## config.mk

```make
export PLATFORM = sky130hd
export DESIGN_NAME = mem_arbiter_flat
export DESIGN_NICKNAME = d
export VERILOG_FILES = /design/src/rtl/mem_arbiter_if.sv /design/src/rtl/mem_arbiter.sv /design/src/flat_wrapper.sv
export SDC_FILE = /design/constraint.sdc
export NUM_CORES = 1
export LEC_CHECK = 0
export ABC_AREA = 1
export CAP_MARGIN = 20
export CORE_AREA = 2 2 67 69
export DETAILED_ROUTE_END_ITERATION = 16
export DIE_AREA = 0 0 69 71
export PLACE_DENSITY = 0.85
export SYNTH_ARGS = -nofsm -noshare
export SYNTH_HDL_FRONTEND = slang
export SYNTH_SLANG_ARGS = --single-unit
```

## constraint.sdc

```tcl
create_clock -name clk -period 4.42 [get_ports clk]
set_input_delay 0.884 -clock clk [delete_from_list [all_inputs] [get_ports clk]]
set_output_delay 0.884 -clock clk [all_outputs]
set_load 0.005 [all_outputs]
```

## src/rtl/mem_arbiter_if.sv

```systemverilog
// Bus bundle between the two requesters (instruction/data), the arbiter and the memory.
// The slave modport is the arbiter's view; the master modport is the ports-plus-memory side.
interface mem_arbiter_if #(
    parameter int ADDR_W = 16,
    parameter int DATA_W = 16
);
    logic              req0, rd0, wr0, last0;
    logic [ADDR_W-1:0] addr0;
    logic [DATA_W-1:0] wdata0;
    logic              req1, rd1, wr1, last1;
    logic [ADDR_W-1:0] addr1;
    logic [DATA_W-1:0] wdata1;

    logic              gnt0, gnt1, accept0, accept1, rvalid0, rvalid1, busy;
    logic [DATA_W-1:0] rdata;

    logic              mem_rd, mem_wr, mem_stall;
    logic [ADDR_W-1:0] mem_addr;
    logic [DATA_W-1:0] mem_data_in, mem_data_out;

    modport slave (
        input  req0, rd0, wr0, last0, addr0, wdata0,
        input  req1, rd1, wr1, last1, addr1, wdata1,
        input  mem_data_out, mem_stall,
        output gnt0, gnt1, accept0, accept1, rvalid0, rvalid1, busy, rdata,
        output mem_rd, mem_wr, mem_addr, mem_data_in
    );

    modport master (
        output req0, rd0, wr0, last0, addr0, wdata0,
        output req1, rd1, wr1, last1, addr1, wdata1,
        output mem_data_out, mem_stall,
        input  gnt0, gnt1, accept0, accept1, rvalid0, rvalid1, busy, rdata,
        input  mem_rd, mem_wr, mem_addr, mem_data_in
    );
endinterface

```

## src/rtl/mem_arbiter.sv

```systemverilog
// Two-port memory arbiter with bounded bursts and a read-return tag pipe.
// Define ARB_ROUND_ROBIN_EN for alternating priority; otherwise port 1 (data) always wins.
module mem_arbiter #(
    parameter int ADDR_W    = 16,
    parameter int DATA_W    = 16,
    parameter int BURST_LEN = 4,
    parameter int RD_LAT    = 2
) (
    input  logic          clk,
    input  logic          rst_n,
    mem_arbiter_if.slave  bus
);
    localparam int CNT_W = (BURST_LEN > 1) ? $clog2(BURST_LEN) : 1;
    localparam logic [CNT_W-1:0] CNT_MAX = CNT_W'(BURST_LEN - 1);

    typedef enum logic [1:0] {IDLE, OWN0, OWN1} state_t;

    state_t            r_state, w_next;
    logic [CNT_W-1:0]  r_cnt;
    logic [RD_LAT-1:0] r_tagValid, r_tagPort;

    logic              w_gnt0, w_gnt1, w_rd, w_wr, w_req, w_last;
    logic              w_accept, w_done, w_pick1;
    logic [ADDR_W-1:0] w_addr;
    logic [DATA_W-1:0] w_wdata;

    assign w_gnt0 = (r_state == OWN0);
    assign w_gnt1 = (r_state == OWN1);

`ifdef ARB_ROUND_ROBIN_EN
    logic r_lastOwner;

    // Remember who was granted last so a tie goes to the other port.
    always_ff @(posedge clk or negedge rst_n) begin
        if (!rst_n)
            r_lastOwner <= 1'b0;
        else if (r_state == IDLE && w_next != IDLE)
            r_lastOwner <= (w_next == OWN1);
    end

    assign w_pick1 = ~r_lastOwner;
`else
    assign w_pick1 = 1'b1;
`endif

    // Owner's signals pass straight through; rd and wr together is a protocol error and issues nothing.
    always_comb begin
        w_rd    = 1'b0;
        w_wr    = 1'b0;
        w_req   = 1'b0;
        w_last  = 1'b0;
        w_addr  = '0;
        w_wdata = '0;
        case (r_state)
            OWN0: begin
                w_rd    = bus.rd0 & ~bus.wr0;
                w_wr    = bus.wr0 & ~bus.rd0;
                w_req   = bus.req0;
                w_last  = bus.last0;
                w_addr  = bus.addr0;
                w_wdata = bus.wdata0;
            end
            OWN1: begin
                w_rd    = bus.rd1 & ~bus.wr1;
                w_wr    = bus.wr1 & ~bus.rd1;
                w_req   = bus.req1;
                w_last  = bus.last1;
                w_addr  = bus.addr1;
                w_wdata = bus.wdata1;
            end
            default: ;
        endcase
    end

    assign w_accept = (w_gnt0 | w_gnt1) & (w_rd | w_wr) & ~bus.mem_stall;
    assign w_done   = w_accept & (w_last | (r_cnt == CNT_MAX));

    always_comb begin
        w_next = r_state;
        case (r_state)
            IDLE: begin
                if (bus.req0 & bus.req1)
                    w_next = w_pick1 ? OWN1 : OWN0;
                else if (bus.req1)
                    w_next = OWN1;
                else if (bus.req0)
                    w_next = OWN0;
            end
            OWN0, OWN1: begin
                if (!w_req || w_done)
                    w_next = IDLE;
            end
            default: w_next = IDLE;
        endcase
    end

    // Every grant passes through IDLE, which also clears the beat counter.
    always_ff @(posedge clk or negedge rst_n) begin
        if (!rst_n) begin
            r_state <= IDLE;
            r_cnt   <= '0;
        end else begin
            r_state <= w_next;
            if (r_state == IDLE)
                r_cnt <= '0;
            else if (w_accept)
                r_cnt <= r_cnt + CNT_W'(1);
        end
    end

    // The tag pipe runs freely so reads of a released owner still return during the next grant.
    always_ff @(posedge clk or negedge rst_n) begin
        if (!rst_n) begin
            r_tagValid <= '0;
            r_tagPort  <= '0;
        end else begin
            r_tagValid[0] <= w_accept & w_rd;
            r_tagPort[0]  <= w_gnt1;
            for (int i = 1; i < RD_LAT; i++) begin
                r_tagValid[i] <= r_tagValid[i-1];
                r_tagPort[i]  <= r_tagPort[i-1];
            end
        end
    end

    assign bus.gnt0        = w_gnt0;
    assign bus.gnt1        = w_gnt1;
    assign bus.busy        = w_gnt0 | w_gnt1;
    assign bus.accept0     = w_accept & w_gnt0;
    assign bus.accept1     = w_accept & w_gnt1;
    assign bus.rvalid0     = r_tagValid[RD_LAT-1] & ~r_tagPort[RD_LAT-1];
    assign bus.rvalid1     = r_tagValid[RD_LAT-1] &  r_tagPort[RD_LAT-1];
    assign bus.rdata       = bus.mem_data_out;
    assign bus.mem_rd      = w_rd;
    assign bus.mem_wr      = w_wr;
    assign bus.mem_addr    = w_addr;
    assign bus.mem_data_in = w_wdata;
endmodule

```

## src/flat_wrapper.sv

```systemverilog
// flat-port wrapper written by rule: the top's interface ports become plain ports
module mem_arbiter_flat 
#(
    parameter int ADDR_W    = 16,
    parameter int DATA_W    = 16,
    parameter int BURST_LEN = 4,
    parameter int RD_LAT    = 2
)
  (clk, rst_n, bus_req0, bus_rd0, bus_wr0, bus_last0, bus_addr0, bus_wdata0, bus_req1, bus_rd1, bus_wr1, bus_last1, bus_addr1, bus_wdata1, bus_mem_data_out, bus_mem_stall, bus_gnt0, bus_gnt1, bus_accept0, bus_accept1, bus_rvalid0, bus_rvalid1, bus_busy, bus_rdata, bus_mem_rd, bus_mem_wr, bus_mem_addr, bus_mem_data_in);
  mem_arbiter_if #(.ADDR_W(ADDR_W), .DATA_W(DATA_W)) bus_i ();
  input  logic clk;
  input  logic rst_n;
  input wire logic [$bits(bus_i.req0)-1:0] bus_req0;
  input wire logic [$bits(bus_i.rd0)-1:0] bus_rd0;
  input wire logic [$bits(bus_i.wr0)-1:0] bus_wr0;
  input wire logic [$bits(bus_i.last0)-1:0] bus_last0;
  input wire logic [$bits(bus_i.addr0)-1:0] bus_addr0;
  input wire logic [$bits(bus_i.wdata0)-1:0] bus_wdata0;
  input wire logic [$bits(bus_i.req1)-1:0] bus_req1;
  input wire logic [$bits(bus_i.rd1)-1:0] bus_rd1;
  input wire logic [$bits(bus_i.wr1)-1:0] bus_wr1;
  input wire logic [$bits(bus_i.last1)-1:0] bus_last1;
  input wire logic [$bits(bus_i.addr1)-1:0] bus_addr1;
  input wire logic [$bits(bus_i.wdata1)-1:0] bus_wdata1;
  input wire logic [$bits(bus_i.mem_data_out)-1:0] bus_mem_data_out;
  input wire logic [$bits(bus_i.mem_stall)-1:0] bus_mem_stall;
  output wire logic [$bits(bus_i.gnt0)-1:0] bus_gnt0;
  output wire logic [$bits(bus_i.gnt1)-1:0] bus_gnt1;
  output wire logic [$bits(bus_i.accept0)-1:0] bus_accept0;
  output wire logic [$bits(bus_i.accept1)-1:0] bus_accept1;
  output wire logic [$bits(bus_i.rvalid0)-1:0] bus_rvalid0;
  output wire logic [$bits(bus_i.rvalid1)-1:0] bus_rvalid1;
  output wire logic [$bits(bus_i.busy)-1:0] bus_busy;
  output wire logic [$bits(bus_i.rdata)-1:0] bus_rdata;
  output wire logic [$bits(bus_i.mem_rd)-1:0] bus_mem_rd;
  output wire logic [$bits(bus_i.mem_wr)-1:0] bus_mem_wr;
  output wire logic [$bits(bus_i.mem_addr)-1:0] bus_mem_addr;
  output wire logic [$bits(bus_i.mem_data_in)-1:0] bus_mem_data_in;
  assign bus_i.req0 = bus_req0;
  assign bus_i.rd0 = bus_rd0;
  assign bus_i.wr0 = bus_wr0;
  assign bus_i.last0 = bus_last0;
  assign bus_i.addr0 = bus_addr0;
  assign bus_i.wdata0 = bus_wdata0;
  assign bus_i.req1 = bus_req1;
  assign bus_i.rd1 = bus_rd1;
  assign bus_i.wr1 = bus_wr1;
  assign bus_i.last1 = bus_last1;
  assign bus_i.addr1 = bus_addr1;
  assign bus_i.wdata1 = bus_wdata1;
  assign bus_i.mem_data_out = bus_mem_data_out;
  assign bus_i.mem_stall = bus_mem_stall;
  assign bus_gnt0 = bus_i.gnt0;
  assign bus_gnt1 = bus_i.gnt1;
  assign bus_accept0 = bus_i.accept0;
  assign bus_accept1 = bus_i.accept1;
  assign bus_rvalid0 = bus_i.rvalid0;
  assign bus_rvalid1 = bus_i.rvalid1;
  assign bus_busy = bus_i.busy;
  assign bus_rdata = bus_i.rdata;
  assign bus_mem_rd = bus_i.mem_rd;
  assign bus_mem_wr = bus_i.mem_wr;
  assign bus_mem_addr = bus_i.mem_addr;
  assign bus_mem_data_in = bus_i.mem_data_in;
  mem_arbiter #(.ADDR_W(ADDR_W), .DATA_W(DATA_W), .BURST_LEN(BURST_LEN), .RD_LAT(RD_LAT)) u_core (.clk(clk), .rst_n(rst_n), .bus(bus_i));
endmodule
```

==> results.txt, run 1 <==
* Clock root cell: sky130_fd_sc_hd__clkbuf_8
* Starting utilization of the core area: between 20% and 30%
- Clock insertion delay at the later pin of the skew report: approximately 0.22 ns
- Number of cells on the worst hold path: 0
* Hold violation count in the final report: 0
- In the finished design, the share of the clock period the worst path needs comes to 75.0%.
- Cell depth of the worst flop-to-flop path: 8
* Met3 layer wire length in the routed design: roughly 330 µm
* Metal1 wirelength: roughly 1500 µm
- The most used flip-flop cell after synthesis is sky130_fd_sc_hd__dfrtp_1.
- The routed layout has about 1500 vias.
- Number of pins exceeding their max-slew limit in the final report: 0
* Clock slew seen by the registers of the worst setup and hold paths: 0.04 ns
- The number of antenna violations at the first check in global routing was 0.
* Endpoint type of the worst setup path: primary output
- After legalization and detailed placement, the total HPWL measured approximately 3100 µm.
- Detail-routed net length per standard cell: around 12 µm
- At the pin with the least slew margin, the transition time is 0.988 ns.
* Aggregate routed wire length: 3900 µm
* Mapped cell area: around 0.0011 mm²
* Number of flops mapped to enable cells by yosys: 0
- Largest net degree at the start of global routing: 34
- Total power per unit cell area: 371 mW/mm²
- I/O pin count: 148
* Critical-path maximum fanout: 19
* Global-route wire length before repair: roughly 6500 µm
- The synthesized design contains 8 register bits.
* Aggregate negative setup slack: 0 ns
* Fill cells: 397
- Met2 Routed Length: between 2000 and 2500 µm
- The congestion estimate from routability-driven global placement came to 0.747.
* Number of buffers inserted by hold repair at cts: 0
- Setup repair after global routing left no endpoint under its margin.
* Layout cell share with drive strength beyond 1: approximately 4.6%
- Vertical extent of the die: between 70 and 80 µm
- Nets in the synthesized netlist: ~290
- # H-tree levels: 1
- The die covers 0.00490 mm².
* Die X-Extent: 69 µm
- 0 antenna diodes ended up in the layout.
- Worst rel slew slack: 34.1%
- The detail route stage leaves a number of antenna-violating nets equal to 0.
- The worst setup path is launched from a flip-flop.
- Library cells used by synthesis: 16
- The floorplan has 24 rows.
- The area growth from synthesis to layout is 102%.
- After layout, the design draws a total of 813 µW.
* Syn avg cell area: 5.69 µm²
- Worst hold path type: flip-flop to flip-flop
- Seq/Total Area, Yosys: between 15 and 20%
* Clock Path Buffers: 2
- Static timing analysis puts the maximum clock frequency at about 300 MHz.
- Leak pwr: a little over 0.0009 µW
* Post-Route Utilization: 52.1%
* 1st-pass router iterations: 4
- Highest metal used: met4
- Number of global-route vias before repair: around 1400
- Port Buffer Count: around 120
* Setup violations, final: 0
* Post-DR vias/cell: 4.49
* Number of design rule violations left after detail routing: 0
- Max Cap Viol: 0
- In the global route stage, overall resource usage came out at approximately 16%.
- Asr flop ratio synth: between 90% and 100%
- The worst-case IR drop observed on VDD is 236 µV.
* Iter 0 DRT Violations: 32
* Mapped Cells: 191
- Global routing finished with a remaining overflow of 0.
- The run finished with clean final reports.
* Startpoint-to-endpoint class of the critical path: flip-flop to primary output
* TritonCTS clock tree: built
* Worst path arrival time: approximately 2.4 ns
- Total number of yosys warnings: 0
- After the last flow step, the layout net total stands at 383.
- Post-CTS repair changed the size of 0 cells.
- The worst path in the final design needs a cycle of 3.32 ns, including I/O delays and setup.
- Number of buffers added by the clock tree synthesis step: 3
- Required time of the critical path: roughly 3.5 ns
- Setup clock skew after layout: roughly 0.0005 ns
- Post-CTS timing repair inserted 0 buffers for setup.
* Area of the core region: 0.00420 mm²
- The clock net in this run drives a total of 8 sinks.
## Yosys cell counts, types with 2 or more instances
cell | instances | area (µm²)
sky130_fd_sc_hd__nand3_2 | 2 | 20.0
sky130_fd_sc_hd__inv_1 | 17 | 63.8
sky130_fd_sc_hd__nor2_1 | 7 | 26.3
sky130_fd_sc_hd__dfrtp_1 | 8 | 200
sky130_fd_sc_hd__nand2_2 | 4 | 25.0
sky130_fd_sc_hd__ha_1 | 5 | 62.6
sky130_fd_sc_hd__a21oi_1 | 33 | 165
sky130_fd_sc_hd__buf_4 | 17 | 128
sky130_fd_sc_hd__nand2_1 | 79 | 297
sky130_fd_sc_hd__nand3_1 | 5 | 25.0
sky130_fd_sc_hd__buf_1 | 3 | 11.3
sky130_fd_sc_hd__buf_2 | 7 | 35.0
## metrics by stage
| stage | hold slack, ns | instances | area (µm²) | setup WS, ns |
|---|---|---|---|---|
| floorplan | 0.331 | 191 | 1090 | 2.19 |
| global placement | 0.333 | 334 | 2150 | 1.19 |
| detailed placement | 0.350 | 334 | 2150 | 1.12 |
| CTS | 0.359 | 337 | 2190 | 1.02 |
| global route | 0.365 | 337 | 2190 | 0.868 |
| finish | 0.362 | 337 | 2190 | 1.11 |
## flip-flops by register name, summed over array words and instances (netlist names)
| register | count |
|---|---|
| u_core.r_cnt | 2 |
| u_core.r_tagPort | 2 |
| u_core.r_state | 2 |
| u_core.r_tagValid | 2 |
## worst max-delay path, stage by stage (launching register included)
cell and delay, ns:
sky130_fd_sc_hd__dfrtp_1 0.39, sky130_fd_sc_hd__inv_1 0.11, sky130_fd_sc_hd__ha_1 0.57, sky130_fd_sc_hd__buf_4 0.35
sky130_fd_sc_hd__nand2_1 0.08, sky130_fd_sc_hd__a21oi_1 0.17, sky130_fd_sc_hd__clkdlybuf4s50_1 0.54
## final timing paths
| path | start | to | slack (ns) |
|---|---|---|---|
| setup / recovery | u_core.r_state[1]$_DFFE_PN0P_ | bus_mem_data_in[0] | 1.11 |
| hold / removal | u_core.r_tagValid[0]$_DFF_PN0_ | u_core.r_tagValid[1]$_DFF_PN0_ | 0.36 |
| setup reg to reg | u_core.r_state[0]$_DFFE_PN0P_ | u_core.r_state[0]$_DFFE_PN0P_ | 2.31 |
| hold reg to reg | u_core.r_tagValid[0]$_DFF_PN0_ | u_core.r_tagValid[1]$_DFF_PN0_ | 0.36 |
| max in group asynchronous | rst_n | u_core.r_tagPort[1]$_DFF_PN0_ | 3.20 |
| min in group asynchronous | rst_n | u_core.r_cnt[1]$_DFFE_PN0P_ | 0.95 |
## cell usage in the layout (no fill, tap or decap), drive strengths merged
cell           instances
nand3                  7
nor2                   8
o21ai                  1
buf                    3
inv                   17
a21oi                 33
nand2                 83
clkbuf                 3
clkdlybuf4s50        115
xor2                   1
ha                     5
dfrtp                  8
a21o                   1
## cells by family after synthesis
| logic type | Yosys count | share of synthesized area (%) |
|---|---|---|
| and+or+nand+nor | 98 | 36.8 |
| buffers and inverters | 44 | 21.9 |
| AOI/OAI and AO/OA | 35 | 16.4 |
| DFF | 8 | 18.4 |
| adders and majority gates | 5 | 5.76 |
| xor gates and xnor gates | 1 | 0.807 |
## power breakdown
group	internal, µW	switching (µW)	total [µW]	leakage (µW)
Sequential	93.4	12.4	106	0.000107
Clock	58.8	26.5	85.3	0.0000216
Combinational	314	308	621	0.000777
## layout make-up
cell class / count / area, µm² / share of cell area [%]
Multi-Input combinational cell: 139 / 648 / 29.6
Tap cell: 52 / 65.1 / 2.97
Sequential cell: 8 / 200 / 9.13
Clock buffer: 3 / 41.3 / 1.88
Timing Repair Buffer: 118 / 1170 / 53.5
Inverter: 17 / 63.8 / 2.91
## per-layer routing
layer	vias to the layer above	global-route usage, %
li1	764	-
met1	657	16.8
met2	77	30.0
met3	14	5.13
met4	0	4.79
met5	-	0
Note: power is estimated with default switching activity, not from simulation.
==> inputs of run 2 (changes only) <==
--- a/config.mk
+++ b/config.mk
@@ -7,10 +7,10 @@
 export LEC_CHECK = 0
 export ABC_AREA = 1
 export CAP_MARGIN = 20
-export CORE_AREA = 2 2 67 69
+export CORE_AREA = 2 2 69 71
 export DETAILED_ROUTE_END_ITERATION = 16
-export DIE_AREA = 0 0 69 71
-export PLACE_DENSITY = 0.85
+export DIE_AREA = 0 0 71 73
+export PLACE_DENSITY = 0.81
 export SYNTH_ARGS = -nofsm -noshare
 export SYNTH_HDL_FRONTEND = slang
 export SYNTH_SLANG_ARGS = --single-unit
==> constraint.sdc (replaced) <==
create_clock -name clk -period 3.26 [get_ports clk]
set_input_delay 0.652 -clock clk [delete_from_list [all_inputs] [get_ports clk]]
set_output_delay 0.652 -clock clk [all_outputs]
set_load 0.005 [all_outputs]
==> results.txt, run 2 (synthesis results as in run 1) <==
- Number of design rule violations left after detail routing: 0 (unchanged)
- TritonCTS clock tree: built
* Startpoint-to-endpoint class of the critical path: flip-flop to primary output
* Most frequent standard cell in the layout excluding fill and tap cells: sky130_fd_sc_hd__clkdlybuf4s50_1
- The die area came to 0.00518 mm² (+5.8%).
- Required time of the critical path: 2.61 ns (-0.93 ns)
* Area of the core region: 0.00454 mm² (+7.9%)
- The met3 capacity usage during global routing came to 4.56% (-0.57 points).
* Setup violations, final: 0 (unchanged)
- Aggregate routed wire length: 3840 µm (-1.6%)
* Clock insertion delay at the later pin of the skew report: 0.23 ns (about the same)
* Gr ovfl total: 0 (unchanged)
- Number of buffers inserted by hold repair at cts: 0 (unchanged)
* Detail Placement HPWL: 3100 µm (-1.5%)
- The maximum root-to-sink buffer count is 2 (unchanged).
* Worst hold path type: flip-flop to flip-flop
- The placement-stage cell area was 0.00219 mm² (+1.6%).
- The post-route setup TNS was 0 ns (unchanged).
* Sequential cell area: 200 µm² (unchanged)
- Max Cap Viol: 0 (unchanged)
- Max stage delay on crit path: 0.54 ns (-0.03 ns)
- The number of DRC markers in iteration 0 was 33 (+3.1%).
- The count of H-tree levels built during CTS is 1 (unchanged).
- Fill cells: 454 (+14%)
* Finished Layout Cells: 340 (+0.89%)
* Clock sinks: 8 (unchanged)
- Detail-routed net length per standard cell: 11.3 µm (-2.5%)
- Placed instance count: 337 (+0.90%)
- Shortest clock period the worst path allows after layout: ~2.9 ns
- Layout cell share with drive strength beyond 1: 4.90% (+0.33 points)
* Fraction of the cycle the final worst path needs: between 80% and 90%
* Quantity of gates resized following cts: 0 (unchanged)
- Critical-path cell with the highest stage delay: sky130_fd_sc_hd__clkdlybuf4s50_1
- For this run, the top clock speed supported by timing is roughly 350 MHz.
- Outcome: finished, final reports clean
- The die height came to 73 µm (+2.8%).
- Starting utilization of the core area: 23.9% (-1.9 points)
* Worst rel slew slack: 68.9% (+35 points)
* Hold violation count in the final report: 0 (unchanged)
* Vias: 1471 (-2.7%)
- Highest-count cells in the layout ignoring fill and taps: sky130_fd_sc_hd__clkdlybuf4s50_1, sky130_fd_sc_hd__nand2_1, sky130_fd_sc_hd__a21oi_1, sky130_fd_sc_hd__inv_1, sky130_fd_sc_hd__dfrtp_1
- The first-pass detailed-route iteration total came to 4 (unchanged).
* Cell area after layout: 0.00223 mm² (+1.6%)
- Multi-input combinational cell area: 648 µm² (unchanged)
- Launching element type of the critical path: flip-flop
* Critical-path maximum fanout: 21 (+2)
- The worst-margin pin slew came to 0.466 ns (-0.522 ns).
- Clock root cell: sky130_fd_sc_hd__clkbuf_8
* Worst path arrival time: 2.23 ns (-0.20 ns)
- The standard-cell row count was 25 (+4.2%).
* Number of pins exceeding their max-slew limit in the final report: 0 (unchanged)
- Global-route wire length before repair: 6130 µm (-5.6%)
- Cells along the critical path: inv_1 > ha_1 > inv_1 > buf_12 > a21oi_1 > clkdlybuf4s50_1
- Top Usage Layer GRT: met2
- The antenna diode instance count is 0 (unchanged).
* Met2 routing resource usage after global routing: 27.8% (-2.2 points)
- In this design, the critical path's most frequently occurring cell is sky130_fd_sc_hd__inv_1.
- STA classifies the critical path endpoint as a primary output.
* Antenna violations before repair: 0 (unchanged)
- Worst vdd ir: 218 µV (-7.9%)
- Number of buffers added by the clock tree synthesis step: 3 (unchanged)
* Final Wtd Congestion: 0.766 (+2.4%)
* Remaining antenna violation count: 0 (unchanged)
- Number of nets in the layout: 384 (+0.26%)
* GR Layer Usage met1: 15.1% (-1.6 points)
- The maximum number of pins on one net before global-route repair was 28 (-18%).
* Tot GR Track Use: 14.6% (-1.3 points)
- Post-DR vias/cell: 4.33 (-3.6%)
- The static leakage came to 0.000919 µW (+1.4%).
* Die X-Extent: 71 µm (+2.9%)
- Setup repair after global routing missed its margin: no
* Clock slew seen by the registers of the worst setup and hold paths: 0.04 ns (about the same)
* Setup clock skew after layout: 0.000399 ns (-0.0000974 ns)
* Minimum hold slack: 0.356 ns (-0.00602 ns)
- Port Buffer Count: 115 (unchanged)
- Relative area change from synthesis to final layout: 105%
* Number of global-route vias before repair: 1435 (-0.83%)
- The total power density per cell area is 521 mW/mm² (+40%).
- The number of setup buffers added after CTS was 0 (unchanged).
- I/O pin count: 148 (unchanged)
run 2: stage by stage:
step | setup slack (ns) | total power, µW | utilization [%]
final | 0.383 | 1160 | 49.1
after global routing | 0.208 | 1270 | 49.1
after CTS | 0.353 | 1180 | 49.1
after detailed placement | 0.463 | 1050 | 48.2
after global placement | 0.479 | 1040 | 48.2
after floorplan | 1.32 | 580 | -
run 2: layout make-up:
class                      count  share of cell area (%)
multi-input combinational    139                    29.1
tap                           54                    3.03
timing repair buffer         119                    54.2
sequential                     8                    8.99
clock buffer                   3                    1.85
inverter                      17                    2.87
run 2: where the power goes:
part,switching (µW),internal [µW],leakage (µW),total (µW)
sequential,17.0,127,0.000107,144
combinational,427,469,0.000790,896
clock,40.4,80.1,0.0000216,121
run 2: worst paths after layout:
check                                                   start                              to  slack, ns  depth (start not counted)
worst max-delay path            u_core.r_state[0]$_DFFE_PN0P_                 bus_mem_addr[0]       0.38                          6
worst min-delay path            u_core.r_tagPort[0]$_DFF_PN0_   u_core.r_tagPort[1]$_DFF_PN0_       0.36                          0
worst max register to register  u_core.r_state[0]$_DFFE_PN0P_   u_core.r_state[1]$_DFFE_PN0P_       1.39                          9
worst min register to register  u_core.r_tagPort[0]$_DFF_PN0_   u_core.r_tagPort[1]$_DFF_PN0_       0.36                          0
max in group asynchronous                               rst_n  u_core.r_tagValid[0]$_DFF_PN0_       2.28                          1
min in group asynchronous                               rst_n     u_core.r_cnt[0]$_DFFE_PN0P_       0.71                          1
run 2: routing by layer:
layer / part of all wire (%) / up-vias / routed length [µm]
met5: 0 / - / 0
met4: 1.3 / 0 / 51
met3: 9.9 / 6 / 379
met2: 52 / 77 / 1980
met1: 37 / 623 / 1430
li1: - / 765 / -
run 2: worst max-delay path: cells and delay by family (launching register included):
| kind | cells | cell delay (ns) |
|---|---|---|
| AO/OA/AOI/OAI | 1 | 0.13 |
| flip-flops | 1 | 0.39 |
| adder cells (fa/ha/maj) | 1 | 0.37 |
| buffers and inverters | 4 | 1.11 |
